===== config.mk =====
export PLATFORM = sky130hd
export DESIGN_NAME = stage4_mem
export DESIGN_NICKNAME = d
export VERILOG_FILES = /design/src/rtl/stage4_mem.sv
export SDC_FILE = /design/constraint.sdc
export NUM_CORES = 1
export LEC_CHECK = 0
export CAP_MARGIN = 5
export CORE_AREA = 2 2 126 128
export DETAILED_ROUTE_END_ITERATION = 16
export DIE_AREA = 0 0 128 130
export PLACE_DENSITY = 0.85
export SLEW_MARGIN = 20
export SYNTH_ARGS = -nofsm -noshare
export SYNTH_HDL_FRONTEND = slang
export SYNTH_SLANG_ARGS = --single-unit

===== constraint.sdc =====
create_clock -name clk -period 3.9 [get_ports clk]
set_input_delay 0.585 -clock clk [delete_from_list [all_inputs] [get_ports clk]]
set_output_delay 0.585 -clock clk [all_outputs]
set_load 0.005 [all_outputs]

===== src/rtl/stage4_mem.sv =====
// Memory-access pipeline stage: issues loads/stores to data memory over a
// req/ready handshake, extends load data, and stalls upstream while a request is open.
module stage4_mem (
  input  logic        clk,
  input  logic        reset_n,
  input  logic [31:0] alu_res,
  input  logic [31:0] rs2_val,
  input  logic [4:0]  rd_idx,
  input  logic [2:0]  funct3,
  input  logic        mem_read_enable,
  input  logic        mem_write_enable,
  input  logic        reg_write_enable,
  output logic        stall_out,
  output logic        dmem_req,
  output logic        dmem_we,
  output logic [31:0] dmem_addr,
  output logic [31:0] dmem_wdata,
  output logic [3:0]  dmem_wstrb,
  input  logic        dmem_ready,
  input  logic [31:0] dmem_rdata,
  output logic [31:0] wb_val_out,
  output logic [4:0]  rd_idx_out,
  output logic        reg_write_enable_out,
  output logic        mem_fault_out,
  output logic [31:0] fault_addr_out
);

  // Handshake: dmem_req rises the cycle after an op is captured and stays high,
  // with dmem_we/addr/wdata/wstrb frozen, up to and including the cycle in which
  // dmem_ready is sampled high; dmem_ready outside an open request is ignored.
  typedef enum logic {IDLE = 1'b0, REQ = 1'b1} state_t;

  state_t      state, state_next;
  logic        is_mem, illegal, misaligned, fault, start;
  logic [3:0]  wstrb_c;
  logic [31:0] wdata_c;
  logic [2:0]  f3_q;
  logic [1:0]  off_q;
  logic [4:0]  rd_q;
  logic        rwe_q;
  logic [31:0] lane, load_val;

  always_comb begin
    is_mem     = mem_read_enable | mem_write_enable;
    illegal    = mem_read_enable & mem_write_enable;
    misaligned = 1'b0;
    case (funct3)
      3'b000, 3'b001, 3'b010: ;
      3'b100, 3'b101:         illegal = illegal | mem_write_enable;
      default:                illegal = 1'b1;
    endcase
    case (funct3[1:0])
      2'b01:   misaligned = alu_res[0];
      2'b10:   misaligned = |alu_res[1:0];
      default: misaligned = 1'b0;
    endcase
    fault = is_mem & (illegal | misaligned);
    start = is_mem & ~fault;
    case (funct3[1:0])
      2'b00: begin
        wstrb_c = 4'b0001 << alu_res[1:0];
        wdata_c = {4{rs2_val[7:0]}};
      end
      2'b01: begin
        wstrb_c = 4'b0011 << alu_res[1:0];
        wdata_c = {2{rs2_val[15:0]}};
      end
      default: begin
        wstrb_c = 4'b1111;
        wdata_c = rs2_val;
      end
    endcase
  end

  always_comb begin
    state_next = state;
    case (state)
      IDLE: if (start) state_next = REQ;
      REQ:  if (dmem_ready) state_next = IDLE;
      default: state_next = IDLE;
    endcase
  end

  always_ff @(posedge clk) begin
    if (!reset_n) state <= IDLE;
    else          state <= state_next;
  end

  assign dmem_req  = (state == REQ);
  assign stall_out = (state == REQ);

  // Shift the addressed lane down to bit 0, then extend per access size/sign.
  always_comb begin
    lane = dmem_rdata >> {off_q, 3'b000};
    case (f3_q)
      3'b000:  load_val = {{24{lane[7]}}, lane[7:0]};
      3'b100:  load_val = {24'h0, lane[7:0]};
      3'b001:  load_val = {{16{lane[15]}}, lane[15:0]};
      3'b101:  load_val = {16'h0, lane[15:0]};
      default: load_val = dmem_rdata;
    endcase
  end

  always_ff @(posedge clk) begin
    if (!reset_n) begin
      dmem_we              <= 1'b0;
      dmem_addr            <= '0;
      dmem_wdata           <= '0;
      dmem_wstrb           <= '0;
      wb_val_out           <= '0;
      rd_idx_out           <= '0;
      reg_write_enable_out <= 1'b0;
      mem_fault_out        <= 1'b0;
      fault_addr_out       <= '0;
      f3_q                 <= '0;
      off_q                <= '0;
      rd_q                 <= '0;
      rwe_q                <= 1'b0;
    end else begin
      mem_fault_out <= 1'b0;
      case (state)
        IDLE: begin
          if (fault) begin
            mem_fault_out        <= 1'b1;
            fault_addr_out       <= alu_res;
            reg_write_enable_out <= 1'b0;
          end else if (start) begin
            dmem_we              <= mem_write_enable;
            dmem_addr            <= {alu_res[31:2], 2'b00};
            dmem_wdata           <= wdata_c;
            dmem_wstrb           <= mem_write_enable ? wstrb_c : 4'b0000;
            f3_q                 <= funct3;
            off_q                <= alu_res[1:0];
            rd_q                 <= rd_idx;
            rwe_q                <= reg_write_enable;
            reg_write_enable_out <= 1'b0;
          end else begin
            wb_val_out           <= alu_res;
            rd_idx_out           <= rd_idx;
            reg_write_enable_out <= reg_write_enable;
          end
        end
        REQ: begin
          if (dmem_ready) begin
            if (!dmem_we) begin
              wb_val_out           <= load_val;
              rd_idx_out           <= rd_q;
              reg_write_enable_out <= rwe_q;
            end else begin
              reg_write_enable_out <= 1'b0;
            end
          end
        end
        default: ;
      endcase
    end
  end

endmodule


==> results.md, run 1 <==
* Outcome: finished clean
* CTS Hold Bufs at 0
* Initial core utilization at between 40% and 50%
* RSZ-0062 raised after global routing: no
* Vias per cell at 6.15
* Reg2Reg Depth at 4
* Pwr/cell area at roughly 420 mW/mm^2
* Gate Count Post-Synth at approximately 900
* LEAKAGE at between 0.003 and 0.004 uW
* Fin crit period at roughly 2.9 ns
* Final antenna diode count at 0
* Root buf cell: clkbuf_16
* Routed WL per cell at a little under 20 um
* Setup TNS at 0 ns
* Critical R2R Launch: off_q[1]
* Hold Startpoint: dmem_addr[18]
* Crit-path max cell delay at roughly 0.82 ns
* Synth Warn # at 0
* Fillcell total at about 1200
* Setup violations, final at 0
* Sink Count at 150
* Placed insts at ~1200
* Async set-reset flop share out of synthesis at 0%
* H-Tree Depth at 4
* Non-filler instance count after layout at 1268
* Vias at roughly 7800
* Fraction of power consumed by sequential logic at 40.0%
* First-pass GRT wire length at between 30000 and 40000 um
* Total die area at 0.0166 mm^2
* Port bufs at around 250
* Distinct cells, synth at 50
* Hold Fails Final Rpt at 0
* Worst-path fanout max at 107
* Worst path arrival time at approximately 3.2 ns
* Hold endpoint: dmem_addr[18]
* CP Class: in2reg
* Iter 0 DRT Violations at just over 700
* Largest net degree at the start of global routing at between 100 and 150
* Syn_area_per_cell at roughly 8.5 um^2
* Longest Clk Path Bufs at 2
* Max Clock Freq at 347 MHz
* Setup Fix Bufs, Post-CTS at 0
* Relative slew slack at roughly 24%
* Clock Power Share at between 30% and 40%
* Pre-antenna DRT Iters at 5
* Critical Path RT at 4.20 ns
* TritonCTS Buffers at 17
* Area contributors post-synth: dfxtp_1, mux2i_1, nand2_1, nor2_1, nand4_1
* FF-to-FF End: wb_val_out[12]
* Worst path cell trace: clkdlybuf4s50_1, inv_1, ha_1, o21bai_1, a221oi_4, buf_4, nand4_1, o311ai_0
* Period utilization at between 70 and 80%
* CTS tree: done
* Crit path capture type: flop
* Slew at the pin closest to its max-slew limit at between 1 and 1.5 ns
* Routed Antenna Nets at 0
* Number of global-route vias before repair at between 7000 and 8000
* Predominant post-synthesis flop cell: dfxtp_1
* Worst-path clk slew at 0.06 ns
* Netlist Area Pre-Place at 0.00752 mm^2
* Synth-to-Final Area Change at 40.7%
* Logic pwr share at 21.5%
* Hold path depth at 2
* Hold WC Path Type: reg2reg
* Slew Limit Fails at 0
* Slowest CP cell: buf_4
* Worst reg-to-reg setup slack at ~1.7 ns
* Switch share at between 20 and 30%
* Initial antenna violation count at 0
* Die Height at 130 um
* Die W at between 100 and 150 um
* Switch Pwr at approximately 1200 uW
* Largest area contributor in the netlist: dfxtp_1
* EDFF count, synth at 0
* Core Area at between 0.015 and 0.02 mm^2
* Flops & latches, synth at 150
* Worst IR drop on VDD at approximately 0.31 mV
* DRT Wirelength at approximately 25000 um
* IO Pins at between 200 and 300
* Drt drc at 0
* Worst-Skew Late Latency at between 0.4 and 0.5 ns
* Final nets at ~1200
* Rows at 46
* Gp weighted congestion at just under 0.9
* Max-cap violations at 0
* Final Skew at 0.00905 ns
* Share of the synthesized area in the top cell type at ~40%
* GRT Util Overall at 29.2%
* Layout cell share with drive strength beyond 1 at 5.95%
* HPWL after DPL at 17300 um
* Post-synthesis sequential area ratio at 39.9%
* CP startpoint kind: input pin
* Remaining Overflow, GRT at 0
* # resized after CTS at 0
* Internal cell power at about 3200 uW
==> kinds of logic (layout without fill, tap and decap cells) <==
logic type      count (synthesis)  after routing  synth area share (%)
fa+ha+maj                       3              3                 0.499
simple gates                  290            290                  17.4
other cells                     1              2                0.0498
buf+inv                       110            305                  6.39
flops                         150            150                  39.9
compound gates                255            255                  25.9
mux                            71             71                  9.90
==> state kept, by name, summed over array words and instances (netlist names), 2 cells and up <==
| register | flops |
|---|---|
| dmem_wdata | 32 |
| f3_q | 3 |
| fault_addr_out | 32 |
| dmem_wstrb | 4 |
| rd_q | 5 |
| dmem_addr | 30 |
| off_q | 2 |
| rd_idx_out | 5 |
| wb_val_out | 32 |
==> power groups by stage <==
| stage | clock (uW) | sequential, uW | combinational (uW) |
|---|---|---|---|
| after floorplan | 0 | 1780 | 453 |
| after global placement | 0 | 1790 | 925 |
| after detailed placement | 0 | 1800 | 940 |
| after CTS | 1710 | 1760 | 947 |
| after global routing | 1780 | 1780 | 1020 |
| final | 1700 | 1770 | 951 |
==> how the worst max path moves through the flow <==
stage               startpoint  cells past startpoint            endpoint
detailed placement   funct3[1]                      8      dmem_wdata[11]
global route         funct3[1]                      8       dmem_wdata[9]
global placement     funct3[1]                      8      dmem_wdata[11]
floorplan            funct3[1]                     11      dmem_wdata[14]
CTS                  funct3[1]                      8       dmem_wdata[9]
finish               funct3[1]                      8  fault_addr_out[17]
==> routing by layer <==
layer  part of all wire [%]  vias up  track usage, %
li1                       -     3681               -
met1                     40     3683            35.8
met2                     47      369            47.7
met3                    8.4       69            8.12
met4                    4.1        0            14.2
met5                      0        -               0
==> cell usage after synthesis, drive strengths merged (2+ instances only) <==
master	number
mux2i	62
a22o	24
nand2	107
a31oi	8
o31ai	2
o2bb2ai	7
o21ai	33
or2	2
a211oi	14
a2111oi	7
nand3	19
mux4	2
o311ai	32
o32a	7
mux2	7
dfxtp	150
buf	31
a32oi	32
nand2b	10
nor2b	3
inv	9
o21bai	2
nor3	2
nand3b	2
nor2	90
a21oi	34
nand4	50
o22ai	4
ha	3
clkbuf	70
o211a	17
o211ai	26
==> layout by cell type (no fill, tap or decap), types with 4 or more instances in the layout <==
master,instances
clkdlybuf4s50_1,248
a211oi_1,14
mux2_2,7
nand2b_1,10
nand4_1,50
o21ai_1,6
o211ai_1,26
inv_1,9
a22o_1,24
a2111oi_0,7
a32oi_1,32
dfxtp_1,149
o211a_1,17
a21oi_1,34
o2bb2ai_1,7
a31oi_1,8
o22ai_1,4
nand2_1,107
o32a_1,7
o21ai_0,27
nor2_1,88
o311ai_0,32
mux2i_1,62
clkbuf_16,17
nand3_1,19
buf_4,13
==> worst max-delay path: cells and delay by family <==
kind / cells / cell delay [ns]
AO/OA/AOI/OAI: 3 / 0.56
AND/OR/NAND/NOR: 1 / 0.17
buffers and inverters: 3 / 1.41
adder cells (fa/ha/maj): 1 / 0.35
==> final cells by class <==
type	instances	area (um^2)	share of cell area, %
Inverter	9	33.8	0.319
Sequential cell	150	3000	28.4
Multi-Input combinational cell	621	4070	38.4
Clock inverter	11	148	1.40
Timing Repair Buffer	264	2630	24.9
Clock buffer	21	460	4.35
Tap cell	192	240	2.27
==> through the flow <==
stage	util, %	setup WS [ns]	hold WS [ns]	instance area, um^2	total power (uW)
6_report	68.6	1.02	0.454	10600	4420
4_1_cts	68.6	1.07	0.459	10600	4420
3_5_place_dp	64.6	0.622	0.446	9970	2740
3_3_place_gp	64.6	0.746	0.442	9970	2720
5_1_grt	68.6	0.730	0.477	10600	4580
2_1_floorplan	-	1.16	0.436	7530	2230
Note: power is estimated with default switching activity, not from simulation.
==> inputs of run 2 (changes only) <==
--- a/config.mk
+++ b/config.mk
@@ -6,10 +6,10 @@
 export NUM_CORES = 1
 export LEC_CHECK = 0
 export CAP_MARGIN = 5
-export CORE_AREA = 2 2 126 128
+export CORE_AREA = 2 2 137 139
 export DETAILED_ROUTE_END_ITERATION = 16
-export DIE_AREA = 0 0 128 130
-export PLACE_DENSITY = 0.85
+export DIE_AREA = 0 0 139 141
+export PLACE_DENSITY = 0.77
 export SLEW_MARGIN = 20
 export SYNTH_ARGS = -nofsm -noshare
 export SYNTH_HDL_FRONTEND = slang
==> constraint.sdc (replaced) <==
create_clock -name clk -period 2.4 [get_ports clk]
set_input_delay 0.36 -clock clk [delete_from_list [all_inputs] [get_ports clk]]
set_output_delay 0.36 -clock clk [all_outputs]
set_load 0.005 [all_outputs]
==> run 2 against run 1 <==
Effect of this change: sequential power up 62%; die area increased by 18%; first-iteration DRC count is 30% lower; core utilization shrank 9.2 points; critical path type unchanged; largest power group unchanged.
==> results.md, run 2 (synthesis gave the netlist of run 1 again) <==
* Period utilization at between 80% and 90%
* CTS Hold Bufs at 0
* CP top delay family: buffers and inverters
* Gp weighted congestion at about 0.88
* Clock Power Share at about 36%
* CP Class: in2reg
* First-pass GRT wire length at 39100 um
* Worst IR drop on VDD at around 0.61 mV
* Leading cell type in the layout, fill and taps excluded: clkdlybuf4s50_1
* Vias at 7746
* Crit path capture type: flop
* DRT Wirelength at 25700 um
* Sequential cell area at between 0.003 and 0.004 mm^2
* Drt drc at 0
* Rows at 50
* Hold WC Path Type: reg2reg
* RSZ-0062 raised after global routing: no
* Routed WL per cell at 19.4 um
* Die Height at about 140 um
* Logic pwr share at 23.1%
* Hold Fails Final Rpt at 0
* TritonCTS Buffers at 17
* HPWL after DPL at 18400 um
* Fraction of power consumed by sequential logic at 40.7%
* Layout cell share with drive strength beyond 1 at 7.68%
* Pwr Total at 7020 uW
* Outcome: finished clean
* Hold endpoint: dmem_addr[31]
* Slew at the pin closest to its max-slew limit at around 0.68 ns
* Hold Startpoint: dmem_addr[31]
* Crit-path max cell delay at around 0.53 ns
* Relative slew slack at approximately 55%
* Internal cell power at around 5000 uW
* Worst-path fanout max at 19
* H-Tree Depth at 4
* Setup Fix Bufs, Post-CTS at 0
* Multi-input logic area at 0.00407 mm^2
* Final antenna diode count at 0
* Cell Area, Placed at 0.0103 mm^2
* Number of global-route vias before repair at between 7000 and 8000
* Design Area, Final at approximately 0.011 mm^2
* Hold path depth at 2
* LEAKAGE at slightly below 0.004 uW
* Fin crit period at ~2.1 ns
* IO Pins at 252
* Final Skew at ~0.0069 ns
* Max-cap violations at 0
* CTS tree: done
* # resized after CTS at 0
* WP buf/inv at 3
* Critical R2R Launch: dmem_req
* Pwr/cell area at 647 mW/mm^2
* Reg2Reg Depth at 4
* Fillcell total at 1600
* Worst path cell trace: clkdlybuf4s50_1, inv_1, ha_1, o211a_1, nor3_4, and2_4, buf_12, mux2i_1
* Worst-path clk slew at 0.06 ns
* Initial core utilization at about 41%
* Slew Limit Fails at 0
* Final nets at between 1000 and 1500
* Total die area at between 0.015 and 0.02 mm^2
* Setup TNS at 0 ns
* DP Worst Slack at -0.0768 ns
* Root buf cell: clkbuf_16
* Worst path arrival time at 2.42 ns
* Sink Count at 150
* Setup violations, final at 0
* Core Area at approximately 0.018 mm^2
* Routed Antenna Nets at 0
* Synth-to-Final Area Change at 44.1%
* Initial antenna violation count at 1
* Switch Pwr at approximately 2100 uW
* Pre-antenna DRT Iters at 6
* Max Clock Freq at about 480 MHz
* Largest registers: dmem_wdata x32, fault_addr_out x32, wb_val_out x32
* FF-to-FF End: wb_val_out[9]
* Setup WS post-layout at 0.317 ns
* Largest net degree at the start of global routing at between 100 and 150
* Final core utilization at 59.4%
* Worst-Skew Late Latency at 0.43 ns
* Commonest cells after routing, fill and taps aside: clkdlybuf4s50_1, dfxtp_1, nand2_1
* Remaining Overflow, GRT at 0
* Longest Clk Path Bufs at 2
* Iter 0 DRT Violations at roughly 500
* Slowest CP cell: clkdlybuf4s50_1
* Switch share at between 20% and 30%
* Port bufs at between 200 and 250
* CP startpoint kind: input pin
* GRT Util Overall at about a quarter
* Critical Path RT at about 2.7 ns
* Worst reg-to-reg setup slack at 0.41 ns
* Vias per cell at 5.83
* Die W at around 140 um
[run 2: changes by cell type in the layout (fill, tap and decap cells not counted)]
cell	change
buf_12	+10
buf_4	+8
inv_6	+5
bufinv_16	-3
clkbuf_1	-2
clkinv_2	-2
clkinvlp_4	+2
clkbuf_8	-1
inv_8	+1
[run 2: how the worst max path moves through the flow]
| stage | from | cells past startpoint | to |
|---|---|---|---|
| final | funct3[1] | 8 | dmem_addr[30] |
| after global placement | funct3[1] | 8 | dmem_wstrb[0] |
| after global routing | funct3[1] | 8 | dmem_addr[30] |
| after floorplan | funct3[1] | 11 | dmem_wdata[14] |
| after detailed placement | funct3[1] | 8 | fault_addr_out[16] |
| after CTS | funct3[1] | 8 | dmem_addr[30] |
[run 2: stage by stage]
stage               instances  hold slack, ns
global route             1328           0.474
detailed placement       1296           0.446
finish                   1328           0.458
global placement         1296           0.440
CTS                      1328           0.458
floorplan                 881           0.436
[run 2: cell type report]
type                       count  share of cell area, %
multi-input combinational    621                   37.5
timing repair buffer         282                   26.7
inverter                       9                  0.312
sequential                   150                   27.7
tap                          234                   2.70
clock buffer                  18                   4.05
clock inverter                14                   1.08
[run 2: power by group through the flow]
stage                     logic (uW)  clock network (uW)  registers (uW)
after floorplan                  736                   0            2890
after global placement          1590                   0            2900
after detailed placement        1610                   0            2910
after CTS                       1620                2590            2860
after global routing            1740                2700            2880
final                           1620                2540            2860
[run 2: tightest hold or removal path, stage by stage, from the launching register on]
cell     delay, ns
dfxtp_1       0.31
nand2_1       0.05
mux2i_1       0.05
[run 2: routing by layer]
layer,vias to the layer above,GRT usage [%],part of all wire (%)
li1,3717,-,-
met1,3612,30.6,40
met2,367,42.0,48
met3,48,7.34,8.9
met4,2,9.73,3.2
met5,-,0,0.051
